**src/rtl/disp_scan_arb_pkg.sv**
```systemverilog
// Shared constants and types for the 4-digit scan arbiter.
// Holds the state encoding, blanking constants and the digit-select decoder.
package disp_scan_arb_pkg;

    localparam int DIM_STEPS = 8;

    localparam logic [7:0] SEG_BLANK = 8'hFF;
    localparam logic [3:0] SA_OFF    = 4'hF;

    typedef enum logic [1:0] {
        SHOW_A = 2'd0,
        SHOW_B = 2'd1,
        GUARD  = 2'd2
    } arb_state_t;

    // Active-low one-hot digit select.
    function automatic logic [3:0] digit_sel(input logic [1:0] d);
        return ~(4'b0001 << d);
    endfunction

endpackage

```
**src/rtl/disp_scan_arb_scan_timebase.sv**
```systemverilog
// Slot prescaler and digit counter; flags the frame boundary and the PWM on-window.
// All outputs are combinational from the counter registers; there is no backpressure.
module disp_scan_arb_scan_timebase
    import disp_scan_arb_pkg::*;
#(
    parameter int SCAN_DIV = 4096
) (
    input  logic       clk,
    input  logic       rst,
    input  logic [2:0] bright,
    output logic [1:0] dig,
    output logic       fb,
    output logic       dig_on
);

    localparam int PW   = $clog2(SCAN_DIV);
    localparam int SLOT = SCAN_DIV / DIM_STEPS;

    logic [PW-1:0] p_q, p_d;
    logic [PW-1:0] step;
    logic [1:0]    d_q, d_d;
    logic          slot_end;

    always_comb begin
        slot_end = (p_q == PW'(SCAN_DIV - 1));
        p_d      = slot_end ? '0 : p_q + 1'b1;
        d_d      = slot_end ? d_q + 2'd1 : d_q;
        step     = p_q / PW'(SLOT);
        fb       = slot_end && (d_q == 2'd3);
        // p=0 stays dark so the previous digit's segments never bleed into this one.
        dig_on   = (p_q != '0) && (step <= PW'(bright));
        dig      = d_q;
    end

    always_ff @(posedge clk or posedge rst) begin
        if (rst) begin
            p_q <= '0;
            d_q <= 2'd0;
        end else begin
            p_q <= p_d;
            d_q <= d_d;
        end
    end

endmodule

```
**src/rtl/disp_scan_arb.sv**
```systemverilog
// Multiplexed 7-segment scan controller sharing the display between sources A and B.
// Outputs are registered, one clock behind the scan position; B_REQ has no backpressure and is sampled only at frame boundaries.
module disp_scan_arb
    import disp_scan_arb_pkg::*;
#(
    parameter int SCAN_DIV     = 4096,
    parameter int HOLD_FRAMES  = 1000,
    parameter int GUARD_FRAMES = 250
) (
    input  logic       CLK,
    input  logic       RESET,
    input  logic [7:0] A_L1,
    input  logic [7:0] A_L2,
    input  logic [7:0] A_L3,
    input  logic [7:0] A_L4,
    input  logic       B_REQ,
    input  logic [7:0] B_L1,
    input  logic [7:0] B_L2,
    input  logic [7:0] B_L3,
    input  logic [7:0] B_L4,
    input  logic [2:0] BRIGHT,
    output logic       B_GNT,
    output logic [3:0] SA,
    output logic [7:0] L,
    output logic       FRAME
);

    localparam int HW = (HOLD_FRAMES  > 2) ? $clog2(HOLD_FRAMES)  : 1;
    localparam int GW = (GUARD_FRAMES > 2) ? $clog2(GUARD_FRAMES) : 1;

    logic [1:0] dig;
    logic       fb;
    logic       dig_on;

    disp_scan_arb_scan_timebase #(
        .SCAN_DIV (SCAN_DIV)
    ) u_timebase (
        .clk    (CLK),
        .rst    (RESET),
        .bright (BRIGHT),
        .dig    (dig),
        .fb     (fb),
        .dig_on (dig_on)
    );

    arb_state_t    state_q, state_d;
    logic [HW-1:0] hold_q, hold_d;
    logic [GW-1:0] guard_q, guard_d;

    // Ownership only moves at the frame boundary so no frame mixes sources.
    always_comb begin
        state_d = state_q;
        hold_d  = hold_q;
        guard_d = guard_q;
        if (fb) begin
            case (state_q)
                SHOW_A: begin
                    if (B_REQ) begin
                        state_d = SHOW_B;
                        hold_d  = HW'(HOLD_FRAMES - 1);
                    end
                end
                SHOW_B: begin
                    if (!B_REQ || (hold_q == '0)) begin
                        state_d = GUARD;
                        guard_d = GW'(GUARD_FRAMES - 1);
                    end else begin
                        hold_d = hold_q - 1'b1;
                    end
                end
                GUARD: begin
                    if (guard_q == '0) begin
                        state_d = SHOW_A;
                    end else begin
                        guard_d = guard_q - 1'b1;
                    end
                end
                default: state_d = SHOW_A;
            endcase
        end
    end

    logic [7:0] pat;
    logic [3:0] sa_d, sa_q;
    logic [7:0] l_d, l_q;
    logic       b_gnt_d, b_gnt_q;
    logic       frame_d, frame_q;

    always_comb begin
        pat = SEG_BLANK;
        case (dig)
            2'd0: pat = (state_q == SHOW_B) ? B_L1 : A_L1;
            2'd1: pat = (state_q == SHOW_B) ? B_L2 : A_L2;
            2'd2: pat = (state_q == SHOW_B) ? B_L3 : A_L3;
            2'd3: pat = (state_q == SHOW_B) ? B_L4 : A_L4;
            default: pat = SEG_BLANK;
        endcase
        sa_d    = dig_on ? digit_sel(dig) : SA_OFF;
        l_d     = dig_on ? pat : SEG_BLANK;
        // Registered from the current state so the grant flips with the new frame's first output.
        b_gnt_d = (state_q == SHOW_B);
        frame_d = fb;
    end

    always_ff @(posedge CLK or posedge RESET) begin
        if (RESET) begin
            state_q <= SHOW_A;
            hold_q  <= '0;
            guard_q <= '0;
            sa_q    <= SA_OFF;
            l_q     <= SEG_BLANK;
            b_gnt_q <= 1'b0;
            frame_q <= 1'b0;
        end else begin
            state_q <= state_d;
            hold_q  <= hold_d;
            guard_q <= guard_d;
            sa_q    <= sa_d;
            l_q     <= l_d;
            b_gnt_q <= b_gnt_d;
            frame_q <= frame_d;
        end
    end

    assign SA    = sa_q;
    assign L     = l_q;
    assign B_GNT = b_gnt_q;
    assign FRAME = frame_q;

endmodule
```
**config.mk**
```make
export PLATFORM = sky130hd
export DESIGN_NAME = disp_scan_arb
export DESIGN_NICKNAME = d
export VERILOG_FILES = /design/src/rtl/disp_scan_arb_pkg.sv /design/src/rtl/disp_scan_arb_scan_timebase.sv /design/src/rtl/disp_scan_arb.sv
export SDC_FILE = /design/constraint.sdc
export NUM_CORES = 1
export LEC_CHECK = 0
export BUFFER_PORTS_ARGS = -buffer_cell sky130_fd_sc_hd__buf_2
export CAP_MARGIN = 40
export CELL_PAD_IN_SITES_DETAIL_PLACEMENT = 1
export CELL_PAD_IN_SITES_GLOBAL_PLACEMENT = 2
export CORE_MARGIN = 3
export CORE_UTILIZATION = 34
export DETAILED_ROUTE_END_ITERATION = 6
export GPL_TIMING_DRIVEN = 0
export PLACE_DENSITY = 0.93
export SLEW_MARGIN = 20
export SYNTH_ARGS = -nofsm -noshare
export SYNTH_HDL_FRONTEND = slang
export SYNTH_SLANG_ARGS = --single-unit
```
**constraint.sdc**
```tcl
create_clock -name CLK -period 4.3 [get_ports CLK]
set_clock_uncertainty 0.15 [all_clocks]
set_input_delay 0.86 -clock CLK [delete_from_list [all_inputs] [get_ports CLK]]
set_output_delay 0.86 -clock CLK [all_outputs]
set_load 0.01 [all_outputs]
```
Word-level counts from Yosys, hierarchy flattened --
Cells that the tools add are included.
Operators by class: bitwise operators 1, reduce and logical (&&, ||, !) cells 14, shift-type cells 1, order comparisons 1, multiplexer cells 18, add/subtract/negate cells 4, equal/unequal tests 11
Operators with widths (count):
- $mux W8 | 7
- $pmux W8 S4 | 1
- $mux W10 | 2
- $pmux W10 S2 | 1
- $pmux W8 S2 | 1
- $add A12 B1 Y12 const B | 1
- $eq A12 B12 Y1 const B | 1
- $mux W12 | 1
- $reduce_and A4 Y1 | 3
- $reduce_bool A12 Y1 | 1
- $logic_not A10 Y1 | 1
- $sub A10 B1 Y10 const B | 1
- $logic_not A8 Y1 | 1
- $ne A2 B2 Y1 const B | 4
- $sub A8 B1 Y8 const B | 1
- $eq A2 B2 Y1 const B | 3
- $mux W2 | 3
- $pmux W2 S3 | 1
- $eq A2 B1 Y1 const B | 2
- $logic_not A2 Y1 | 2
- $mux W4 | 1
- $not A4 Y4 | 1
- $reduce_bool A2 Y1 | 2
- $shl A1 B2 Y4 const A | 1
- other kinds (6) | 7
Word-level totals: input bits 70, output and inout port bits 14, word-level logic and storage cells 59, bits in registers 48

Depth between registers and ports, before layout --
Gate-level depths: netlist of the first run.
depth in word-level cells 4, gate-level depth with buffers 9, mapped depth without buffers 6

Modules after synthesis --
A second synthesis of the first run with hierarchy kept.
Unflattened totals: cells, all modules 251, area total of the unflattened synthesis 2830.2 um^2
By module, submodules not included:
- disp_scan_arb | sequential area each 865.8 um^2, cells each 179, instances 1, area each 2053.2 um^2
- disp_scan_arb_scan_timebase | sequential area each 350.3 um^2, cells each 72, instances 1, area each 777.0 um^2

Worst setup path after synthesis of the first run --
OpenSTA, ideal clock, no wires.
path type input-to-reg, start point input port B_REQ, end point register hold_q[9], arrival 2.122 ns, library setup time 0.143 ns, buffers on the path 2, cell stages on the path 6, data required time 4.007 ns, setup slack 1.885 ns, cells stage by stage clkbuf_2 -> inv_1 -> or4_1 -> buf_2 -> nor4_2 -> a31oi_1
Between the ends: longest elaborated chain between the ends 4, elaborated cells between the ends (all ways) 5, those cells by class eq/ne: 2; reduce/logical: 3
RTL lines:
- start: declaration | line disp_scan_arb.sv:16 | input logic B_REQ,
- $logic_not A1 Y1 | line disp_scan_arb.sv:64 | if (!B_REQ || (hold_q == '0)) begin
- $logic_or A1 B1 Y1 | line disp_scan_arb.sv:64
- $ne A2 B2 Y1 (no source line)
- $reduce_and A4 Y1 (no source line) *
- end signal: assignment | line disp_scan_arb.sv:116 | hold_q <= hold_d;
- end: declaration | line disp_scan_arb.sv:47 | logic [HW-1:0] hold_q, hold_d;
Mark *: on every way between the ends. The rest lies on a longest branch, timed or not. A chain may end at the register's enable or synchronous reset.

Worst setup path in the final report of the first run --
start point register hold_q[0], end point register hold_q[1]
Between the ends: longest elaborated chain between the ends 4, elaborated cells between the ends (all ways) 7, those cells by class add/sub: 1; eq/ne: 1; mux: 2; reduce/logical: 3
RTL lines:
- branches (longest 4 deep; another with $sub A10 B1 Y10)
Parallel ways; which one is timed is not known. The select of a mux whose other input is x is not followed.

==> results of run 1 <==
-- worst max-delay path: stages (launching register included) --
cell,delay (ps)
dfrtp_1,430
inv_1,70
ha_1,190
nor4b_1,530
a41oi_1,430
nand3_2,270
mux2_1,340
-- metal layers --
layer / wire length (um) / track usage
met2: 4690 / 0.338
met5: 0 / 0
met4: 182 / 0.0518
met3: 330 / 0.0299
met1: 4030 / 0.248
-- cell families after synthesis --
family                   after synthesis  share of synthesized area
AO/OA/AOI/OAI                         76                      0.204
XOR/XNOR                               9                     0.0262
adder cells (fa/ha/maj)               13                     0.0542
buffers and inverters                 41                     0.0583
flip-flops                            48                      0.405
multiplexers                          12                     0.0442
AND/OR/NAND/NOR                      110                      0.208
-- cell usage after synthesis, types with 5 or more instances --
library cell,number
clkbuf_1,11
nand3_1,11
nand4_1,8
o31ai_1,6
inv_1,18
dfrtp_1,36
nand2_1,23
buf_2,5
and3_1,9
xnor2_1,5
o21ai_0,9
a221oi_1,8
a221o_1,16
nor2_1,15
dfstp_2,12
o211ai_1,8
ha_1,13
mux2_2,9
nor3_1,11
a41oi_1,5
-- per-stage QoR --
| stage | util | power, W | instances |
|---|---|---|---|
| after global placement | 0.423 | 0.000541 | 496 |
| after CTS | 0.439 | 0.000879 | 505 |
| final | 0.439 | 0.000870 | 505 |
| after floorplan | - | 0.000499 | 309 |
| after global routing | 0.439 | 0.000914 | 505 |
| after detailed placement | 0.425 | 0.000546 | 497 |
-- layout make-up --
class / count / area share
well taps: 105 / 0.0357
inverters: 20 / 0.0218
clock inverters: 3 / 0.0116
multi-input cells: 220 / 0.438
repair buffers: 83 / 0.117
plain buffers: 21 / 0.0259
flip-flops and latches: 48 / 0.331
clock buffers: 5 / 0.0187
-- registers in the layout, summed over array words and instances, names as in the netlist --
signal / cells
B_GNT: 1
FRAME: 1
L: 8
SA: 4
guard_q: 8
hold_q: 10
state_q: 2
u_timebase.dig: 2
u_timebase.p_q: 12
-- where the power goes --
| part | internal [W] | switching (W) |
|---|---|---|
| clock | 0.000173 | 0.000161 |
| sequential | 0.000461 | 0.00000287 |
| combinational | 0.0000381 | 0.0000346 |
| total | 0.000672 | 0.000198 |
-- worst max path at each step --
stage                 to  slack [ps]  cells after the start
6_report       hold_q[1]        1760                      6
5_1_grt        hold_q[1]        1580                      6
4_1_cts        hold_q[1]        1770                      6
3_5_place_dp        L[4]        1520                      8
3_3_place_gp   hold_q[1]        1440                      2
2_1_floorplan  hold_q[9]        1880                      6
==> qor.yml, run 1 <==
outcome:
  status: "finished clean"
placement:
  finalWeightedCongestion: 0.793
  portBuffers: 82
  dp_slack_ps: 1520
  placed_area_mm2: 0.00356
  hpwlAfterDp_um: 7180
setup_path:
  rr_startpoint: "hold_q[0]"
  worst_ep_required_time_ps: 4350
  critPathLaunchType: "flip-flop"
  cp-startpoint: "hold_q[0]"
  arrival_ps: 2580
  r2r_cells: 6
  worst_r2r_endpoint: "hold_q[1]"
  critPathKind: "flip-flop to flip-flop"
  crit_path_end_kind: "flip-flop"
  crit_fanout: 6
  r2r_setup_slack_ps: 1760
final_layout:
  drive_gt1_frac: 0.333
  num_antenna_cells: 0
  layout_common_cells: "buf_2 (87), dfrtp_1 (36), nand2_1 (23)"
  seqCellArea_mm2: 0.00122
  fillers: 994
  areaGrowthSynthToFinish_pct: 22.4
  fin_nets: 482
  multi_input_area_mm2: 0.00161
  mostFrequentLayoutCell: "buf_2"
  finalInstanceArea_mm2: 0.00368
global_routing:
  grt_pass1_vias: 3065
  track_usage: 0.193
  antenna_found_initial: 0
  grt_start_max_net_pins: 33
  grt_overflow: 0
  grt_pass1_wl_um: 15600
floorplan:
  fp.dieW_um: 100
  rows: 33
  pin_count: 84
  die_h_um: 100
  coreArea_mm2: 0.00838
  die_area_mm2: 0.0100
  start_util: 0.358
power_and_ir_drop:
  ir_drop_v: 0.000117
  power_density_mw_per_mm2: 237
  p_leak_nw: 1.66
timing:
  tightest_slew_ps: 642
  timing.final.hold_violations: 0
  final-max-slew-violation-count: 0
  setup_viol: 0
  setup-tns-final_ps: 0
  rsz0062_at_grt: "no"
  slew_headroom: 0.567
  fin_crit_sh: 0.591
  holdWs_ps: 367
  setup_ws_ps: 1760
  max_freq_mhz: 394
  fin_crit_ps: 2540
synthesis:
  synth_edf_count: 0
  synth_top_area_frac: 0.300
  synth_seq_cells: 48
  synth_cells: 309
  synth.avg_cell_area_um2: 9.72
  synth.area.top_cells: "dfrtp_1 (30%), dfstp_2 (11%), ha_1 (5.4%)"
  synth.yosys.warnings: 0
  synth_area_mm2: 0.00300
  synthArstFlopShare: 1.00
  synth_nets: 392
  ys.flop_type: "dfrtp_1"
  seq_area_frac_synth: 0.405
  yosys.area.top_type: "dfrtp_1"
  synth_cell_types: 58
detailed_routing:
  num_vias: 2860
  wl_per_cell_um: 18.3
  drcViolationCount: 0
  via_per_inst: 5.66
  wirelength_um: 9240
  drt_first_pass_iters: 4
  ant_nets: 0
  drt_iter0_drc: 148
cts:
  cts_buffer_depth: 2
  hold_buffers: 0
  cts_root_buffer: "clkbuf_8"
  numCtsBuffers: 5
  cts_num_sinks: 48
  cts_setup_buffers: 0
  cts_tree: "built"
  post_cts_resized: 0
  clkTransAtPathRegs_ps: 100
  h-tree-depth: 2
  insertion_delay_ps: 310
worst_hold_path:
  hold_class: "input port to async pin"
flow_run:
  drv_cap: 0
No activity file was read; power rests on OpenSTA's default activity.
==> run 2: changes to the inputs <==
--- a/config.mk
+++ b/config.mk
@@ -10,10 +10,10 @@
 export CELL_PAD_IN_SITES_DETAIL_PLACEMENT = 1
 export CELL_PAD_IN_SITES_GLOBAL_PLACEMENT = 2
 export CORE_MARGIN = 3
-export CORE_UTILIZATION = 34
+export CORE_UTILIZATION = 32
 export DETAILED_ROUTE_END_ITERATION = 6
 export GPL_TIMING_DRIVEN = 0
-export PLACE_DENSITY = 0.93
+export PLACE_DENSITY = 0.89
 export SLEW_MARGIN = 20
 export SYNTH_ARGS = -nofsm -noshare
 export SYNTH_HDL_FRONTEND = slang
==> constraint.sdc (replaced) <==
create_clock -name CLK -period 2.63 [get_ports CLK]
set_clock_uncertainty 0.15 [all_clocks]
set_input_delay 0.526 -clock CLK [delete_from_list [all_inputs] [get_ports CLK]]
set_output_delay 0.526 -clock CLK [all_outputs]
set_load 0.01 [all_outputs]
==> run 2 against run 1 <==
Sequential cell count did not move. Count of clock-buffer cells in the layout rose by 1. Sequential power rose by 63%. Wire length fell by 1.6%. First-iteration DRC count fell by 33%. Final area fell by 0.44%. Largest cell class unchanged. Sequential share of layout area rose by 0.15 points. Critical path depth rose by 1. Non-clock buffer count did not move. Register-to-register slack got worse by 1500 ps. Combinational power rose by 61%. Via count fell by 1.4%.
==> qor.yml, run 2 (same netlist as run 1, synthesis figures left out) <==
outcome:
  status: "finished clean"
cts:
  clkTransAtPathRegs_ps: 100  # about the same
  cts_num_sinks: 48  # unchanged
  cts_root_buffer: "clkbuf_8"
  cts_setup_buffers: 0  # unchanged
  h-tree-depth: 2  # unchanged
  hold_buffers: 0  # unchanged
  cts_buffer_depth: 2  # unchanged
  cts_tree: "built"
  numCtsBuffers: 5  # unchanged
  insertion_delay_ps: 310  # about the same
  post_cts_resized: 0  # unchanged
global_routing:
  grt_pass1_vias: 2937  # -4.2%
  grt_pass1_wl_um: 14800  # -4.9%
  grt_start_max_net_pins: 27  # -18%
  track_usage: 0.179  # -0.0136
  grt_overflow: 0  # unchanged
  antenna_found_initial: 0  # unchanged
placement:
  portBuffers: 82  # unchanged
  hpwlAfterDp_um: 7010  # -2.4%
  finalWeightedCongestion: 0.806  # +1.7%
timing:
  timing.final.hold_violations: 0  # unchanged
  setup_viol: 0  # unchanged
  max_freq_mhz: 416  # +5.7%
  tightest_slew_ps: 692  # +50.1 ps
  fin_crit_ps: 2400  # -136 ps
  rsz0062_at_grt: "no"
  final-max-slew-violation-count: 0  # unchanged
  fin_crit_sh: 0.914  # +0.323
  setup-tns-final_ps: 0  # unchanged
  slew_headroom: 0.533  # -0.0339
power_and_ir_drop:
  p_leak_nw: 1.65  # -0.62%
  internal_power_w: 0.00100  # +49%
  p_comb_frac: 0.089  # +0.005
  power_density_mw_per_mm2: 361  # +53%
  power_switching_share: 0.241  # +0.0134
  p_clk_frac: 0.338  # -0.045
  p_seq_frac: 0.573  # +0.040
  ir_drop_v: 0.000199  # +70%
  power_switching_w: 0.000319  # +61%
floorplan:
  die_area_mm2: 0.0106  # +5.9%
  fp.dieW_um: 103  # +2.9%
  start_util: 0.336  # -0.0221
  rows: 34  # +3.0%
  pin_count: 84  # unchanged
  die_h_um: 103  # +2.9%
  coreArea_mm2: 0.00893  # +6.6%
flow_run:
  drv_cap: 0  # unchanged
detailed_routing:
  wirelength_um: 9080  # -1.6%
  via_per_inst: 5.55  # -2.0%
  num_vias: 2819  # -1.4%
  drcViolationCount: 0  # unchanged
  wl_per_cell_um: 17.9  # -2.2%
  drt_first_pass_iters: 4  # unchanged
  drt_iter0_drc: 99  # -33%
  ant_nets: 0  # unchanged
setup_path:
  critPathLaunchType: "flip-flop"
  rr_startpoint: "u_timebase.dig[0]"
  crit_path_end_kind: "flip-flop"
  worst_ep_required_time_ps: 2660  # -1690 ps
  crit_fanout: 7  # +1
  arrival_ps: 2430  # -150 ps
  critPathKind: "flip-flop to flip-flop"
  cp-startpoint: "u_timebase.dig[0]"
final_layout:
  fin_nets: 482  # unchanged
  top_regs: "u_timebase.p_q: 12 flops, hold_q: 10 flops"
  num_antenna_cells: 0  # unchanged
  areaGrowthSynthToFinish_pct: 21.9
  drive_gt1_frac: 0.333  # unchanged
  largest_reg_flops: 12  # unchanged
  layout_common_cells: "buf_2 (87), dfrtp_1 (36), nand2_1 (23)"
  mostFrequentLayoutCell: "buf_2"
  final_util: 0.410  # -0.0289
  regMostFlops: "u_timebase.p_q"
worst_hold_path:
  hold_class: "input port to async pin"
## run 2: cell count changes in the layout (fill, tap and decap cells not counted), sizes merged
cell | before | now
bufinv | 1 | 0
clkbuf | 18 | 19
## run 2: power groups by stage
stage,registers (W),logic [W],clock network [W]
finish,0.000757,0.000117,0.000447
global route,0.000759,0.000132,0.000496
CTS,0.000757,0.000120,0.000469
detailed placement,0.000771,0.000120,0
global placement,0.000771,0.000113,0
floorplan,0.000776,0.0000398,0
## run 2: final timing paths
kind / endpoint / slack, ps / cells after the start
setup / recovery: hold_q[6] / 230 / 7
hold / removal: guard_q[3] / 80 / 2
setup reg to reg: hold_q[6] / 230 / 7
hold reg to reg: u_timebase.p_q[0] / 360 / 1
max in group asynchronous: L[3] / 1650 / 3
min in group CLK: u_timebase.p_q[0] / 360 / 1
## run 2: metrics by stage
step                cells  power, W  setup WS, ps  hold slack (ps)  area [um^2]
floorplan             309  0.000816           537              316         3000
global placement      499  0.000884           101              338         3550
detailed placement    500  0.000891          99.0              353         3570
CTS                   508   0.00135          85.2             94.5         3650
global route          508   0.00139          60.6              119         3660
finish                508   0.00132           227             81.2         3660
## run 2: area by class of cell
cell class	instances	area, um^2
Buffer	21	95.1
Clock buffer	6	72.6
Clock inverter	2	12.5
Fill cell	1078	5270
Inverter	20	80.1
Multi-Input combinational cell	220	1620
Sequential cell	48	1220
Tap cell	108	135
Timing Repair Buffer	83	430
## run 2: critical path, stage by stage (launching register included)
cell	delay, ps
dfrtp_1	380
ha_1	160
clkbuf_2	210
nand4_1	140
or4_1	520
buf_2	190
o41ai_1	400
o31ai_1	120
## run 2: metal layers
| metal | global-route usage | routed length (um) | share of wire |
|---|---|---|---|
| met5 | 0 | 0 | 0 |
| met4 | 0.0578 | 161 | 0.018 |
| met3 | 0.0257 | 263 | 0.029 |
| met2 | 0.323 | 4730 | 0.52 |
| met1 | 0.220 | 3920 | 0.43 |
==> run 3: changes to the inputs <==
--- a/config.mk
+++ b/config.mk
@@ -14,6 +14,7 @@
 export DETAILED_ROUTE_END_ITERATION = 6
 export GPL_TIMING_DRIVEN = 0
 export PLACE_DENSITY = 0.89
+export RECOVER_POWER = 50
 export SLEW_MARGIN = 20
 export SYNTH_ARGS = -nofsm -noshare
 export SYNTH_HDL_FRONTEND = slang
==> constraint.sdc (replaced) <==
create_clock -name CLK -period 2.63 [get_ports CLK]
set_clock_uncertainty 0.15 [all_clocks]
set_input_delay 0.263 -clock CLK [delete_from_list [all_inputs] [get_ports CLK]]
set_output_delay 0.263 -clock CLK [all_outputs]
set_load 0.01 [all_outputs]
==> run 3 against run 2 <==
Sequential cell count stayed put. Cell count grew 0.20%. Sequential share of layout area up 0.11 points. Total power decreased by 0.22%. Largest power group unchanged. Count of clock-buffer cells in the layout stayed put. Global-route usage hardly changed. Largest cell class unchanged. Combinational power barely moved. Wire length increased by 0.21%. Die area unchanged. Hold slack gained 95 ps.
==> qor.yml, run 3 (same netlist as run 1, synthesis figures left out) <==
final_layout:
  fillers: 1086  # +0.74%
  areaGrowthSynthToFinish_pct: 21.5
  seqCellArea_mm2: 0.00122  # unchanged
  largest_reg_flops: 12  # unchanged
  mostFrequentLayoutCell: "buf_2"
  drive_gt1_frac: 0.314  # -0.0183
  num_antenna_cells: 0  # unchanged
  layout_common_cells: "buf_2 (81), dfrtp_1 (36), nand2_1 (23)"
  final_util: 0.408  # -0.00140
  multi_input_area_mm2: 0.00162  # unchanged
  fin_nets: 483  # +0.21%
  final-instance-count-excl-fill: 509  # +0.20%
  top_regs: "u_timebase.p_q: 12 flops, hold_q: 10 flops"
  regMostFlops: "u_timebase.p_q"
setup_path:
  slowest_stage: "a221o_1"
  critPathLaunchType: "flip-flop"
  r2r_cells: 7  # unchanged
  worst_ep_required_time_ps: 2690  # +30 ps
  critPathBufInv: 3  # +1
  cp.depth: 7  # unchanged
  critPathTopFamily: "compound AO/OA/AOI/OAI gates"
  critPathKind: "flip-flop to flip-flop"
  crit_fanout: 10  # +3
  r2r_setup_slack_ps: 220  # about the same
  path_cells: "inv_1, ha_1, clkbuf_1, clkbuf_1, a221o_1, a221oi_1, o211ai_1"
  endpoint: "L[0]"
  crit_path_end_kind: "flip-flop"
  critPathMaxStageDelay_ps: 400  # -120 ps
  rr_startpoint: "u_timebase.dig[0]"
  cpMostUsedCell: "clkbuf_1"
  arrival_ps: 2470  # +40 ps
  worst_r2r_endpoint: "L[0]"
  cp-startpoint: "u_timebase.dig[0]"
power_and_ir_drop:
  power_switching_share: 0.242  # about the same
  power_density_mw_per_mm2: 362  # +0.13%
  p_seq_frac: 0.574  # about the same
  p_comb_frac: 0.087  # -0.002
  p_leak_nw: 1.64  # -0.86%
  internal_power_w: 0.00100  # -0.24%
  p_clk_frac: 0.339  # about the same
  ir_drop_v: 0.000199  # about the same
  power_switching_w: 0.000319  # -0.14%
cts:
  h-tree-depth: 2  # unchanged
  insertion_delay_ps: 310  # about the same
  numCtsBuffers: 5  # unchanged
  clkTransAtPathRegs_ps: 90  # about the same
  cts_buffer_depth: 2  # unchanged
  cts_num_sinks: 48  # unchanged
  cts_setup_buffers: 0  # unchanged
  cts_tree: "built"
  cts_root_buffer: "clkbuf_8"
floorplan:
  start_util: 0.336  # unchanged
  die_area_mm2: 0.0106  # unchanged
  fp.dieW_um: 103  # unchanged
  coreArea_mm2: 0.00893  # unchanged
  die_h_um: 103  # unchanged
  pin_count: 84  # unchanged
  rows: 34  # unchanged
timing:
  max_freq_mhz: 415  # -0.21%
  fin_crit_ps: 2410  # +5.13 ps
  setup-tns-final_ps: 0  # unchanged
  tightest_slew_ps: 853  # +161 ps
  rsz0062_at_grt: "no"
  slew_headroom: 0.431  # -0.102
  fin_crit_sh: 0.916  # +0.00195
  final-max-slew-violation-count: 0  # unchanged
  timing.final.hold_violations: 0  # unchanged
  setup_viol: 0  # unchanged
detailed_routing:
  ant_nets: 0  # unchanged
  drcViolationCount: 0  # unchanged
  wl_per_cell_um: 17.9  # about the same
  num_vias: 2821  # +0.071%
  wirelength_um: 9100  # +0.21%
  drt_iter0_drc: 83  # -16%
  drt_first_pass_iters: 4  # unchanged
  via_per_inst: 5.54  # -0.13%
placement:
  dp_cells: 500  # unchanged
  hpwlAfterDp_um: 7010  # unchanged
  finalWeightedCongestion: 0.806  # unchanged
  portBuffers: 82  # unchanged
global_routing:
  grt_overflow: 0  # unchanged
  grt_pass1_wl_um: 14800  # about the same
  grt_start_max_net_pins: 27  # unchanged
  antenna_found_initial: 0  # unchanged
  grt_pass1_vias: 2940  # +0.10%
  track_usage: 0.179  # about the same
flow_run:
  drv_cap: 0  # unchanged
worst_hold_path:
  hold_class: "input port to flip-flop"
outcome:
  status: "finished clean"
[run 3: cell types whose count changed in the layout (fill, tap and decap cells not counted), sizes merged]
cell	change
buf	-7
clkbuf	+7
dlygate4sd3	+1
[run 3: per-layer routing]
layer  part of all wire  global-route usage  routed length (um)
met1               0.43               0.220                3930
met2               0.52               0.323                4760
met3              0.028              0.0257                 256
met4              0.018              0.0578                 161
met5                  0                   0                   0
[run 3: how the worst min path moves through the flow]
| stage | depth (start not counted) | to | start |
|---|---|---|---|
| 2_1_floorplan | 1 | hold_q[8] | hold_q[8] |
| 3_3_place_gp | 1 | u_timebase.p_q[0] | u_timebase.p_q[0] |
| 4_1_cts | 4 | L[6] | B_L1[6] |
| 6_report | 4 | L[2] | A_L1[2] |
| 5_1_grt | 4 | L[4] | A_L1[4] |
| 3_5_place_dp | 2 | guard_q[3] | RESET |
[run 3: final cells by class]
cell class                 count  area share
clock inverter                 2     0.00343
timing repair buffer          84       0.115
tap                          108      0.0370
inverter                      20      0.0220
multi-input combinational    220       0.444
buffer                        21      0.0261
clock buffer                   6      0.0199
sequential                    48       0.333
[run 3: metrics by stage]
stage	worst slack [ps]	hold slack (ps)	total power, W	cell area (um^2)
final	221	176	0.00132	3650
after global routing	60.6	185	0.00138	3650
after floorplan	537	316	0.000816	3000
after detailed placement	99.0	177	0.000891	3570
after global placement	109	338	0.000884	3550
after CTS	85.2	171	0.00135	3660
[run 3: timing repair]
action,4_1_cts,5_1_grt
hold buffers,1,0
endpoints found under the hold margin,19,0
resized for setup,0,1
endpoints found under the setup margin,0,3
[run 3: power groups by stage]
| stage | combinational, W | sequential (W) | clock, W |
|---|---|---|---|
| after CTS | 0.000121 | 0.000757 | 0.000469 |
| final | 0.000115 | 0.000757 | 0.000447 |
| after floorplan | 0.0000398 | 0.000776 | 0 |
| after global routing | 0.000129 | 0.000759 | 0.000496 |
| after global placement | 0.000113 | 0.000771 | 0 |
| after detailed placement | 0.000120 | 0.000771 | 0 |
[run 3: worst reg2reg max path: stages (launching register included)]
cell	delay (ps)
dfrtp_1	380
inv_1	100
ha_1	210
clkbuf_1	210
clkbuf_1	320
a221o_1	400
a221oi_1	390
o211ai_1	170
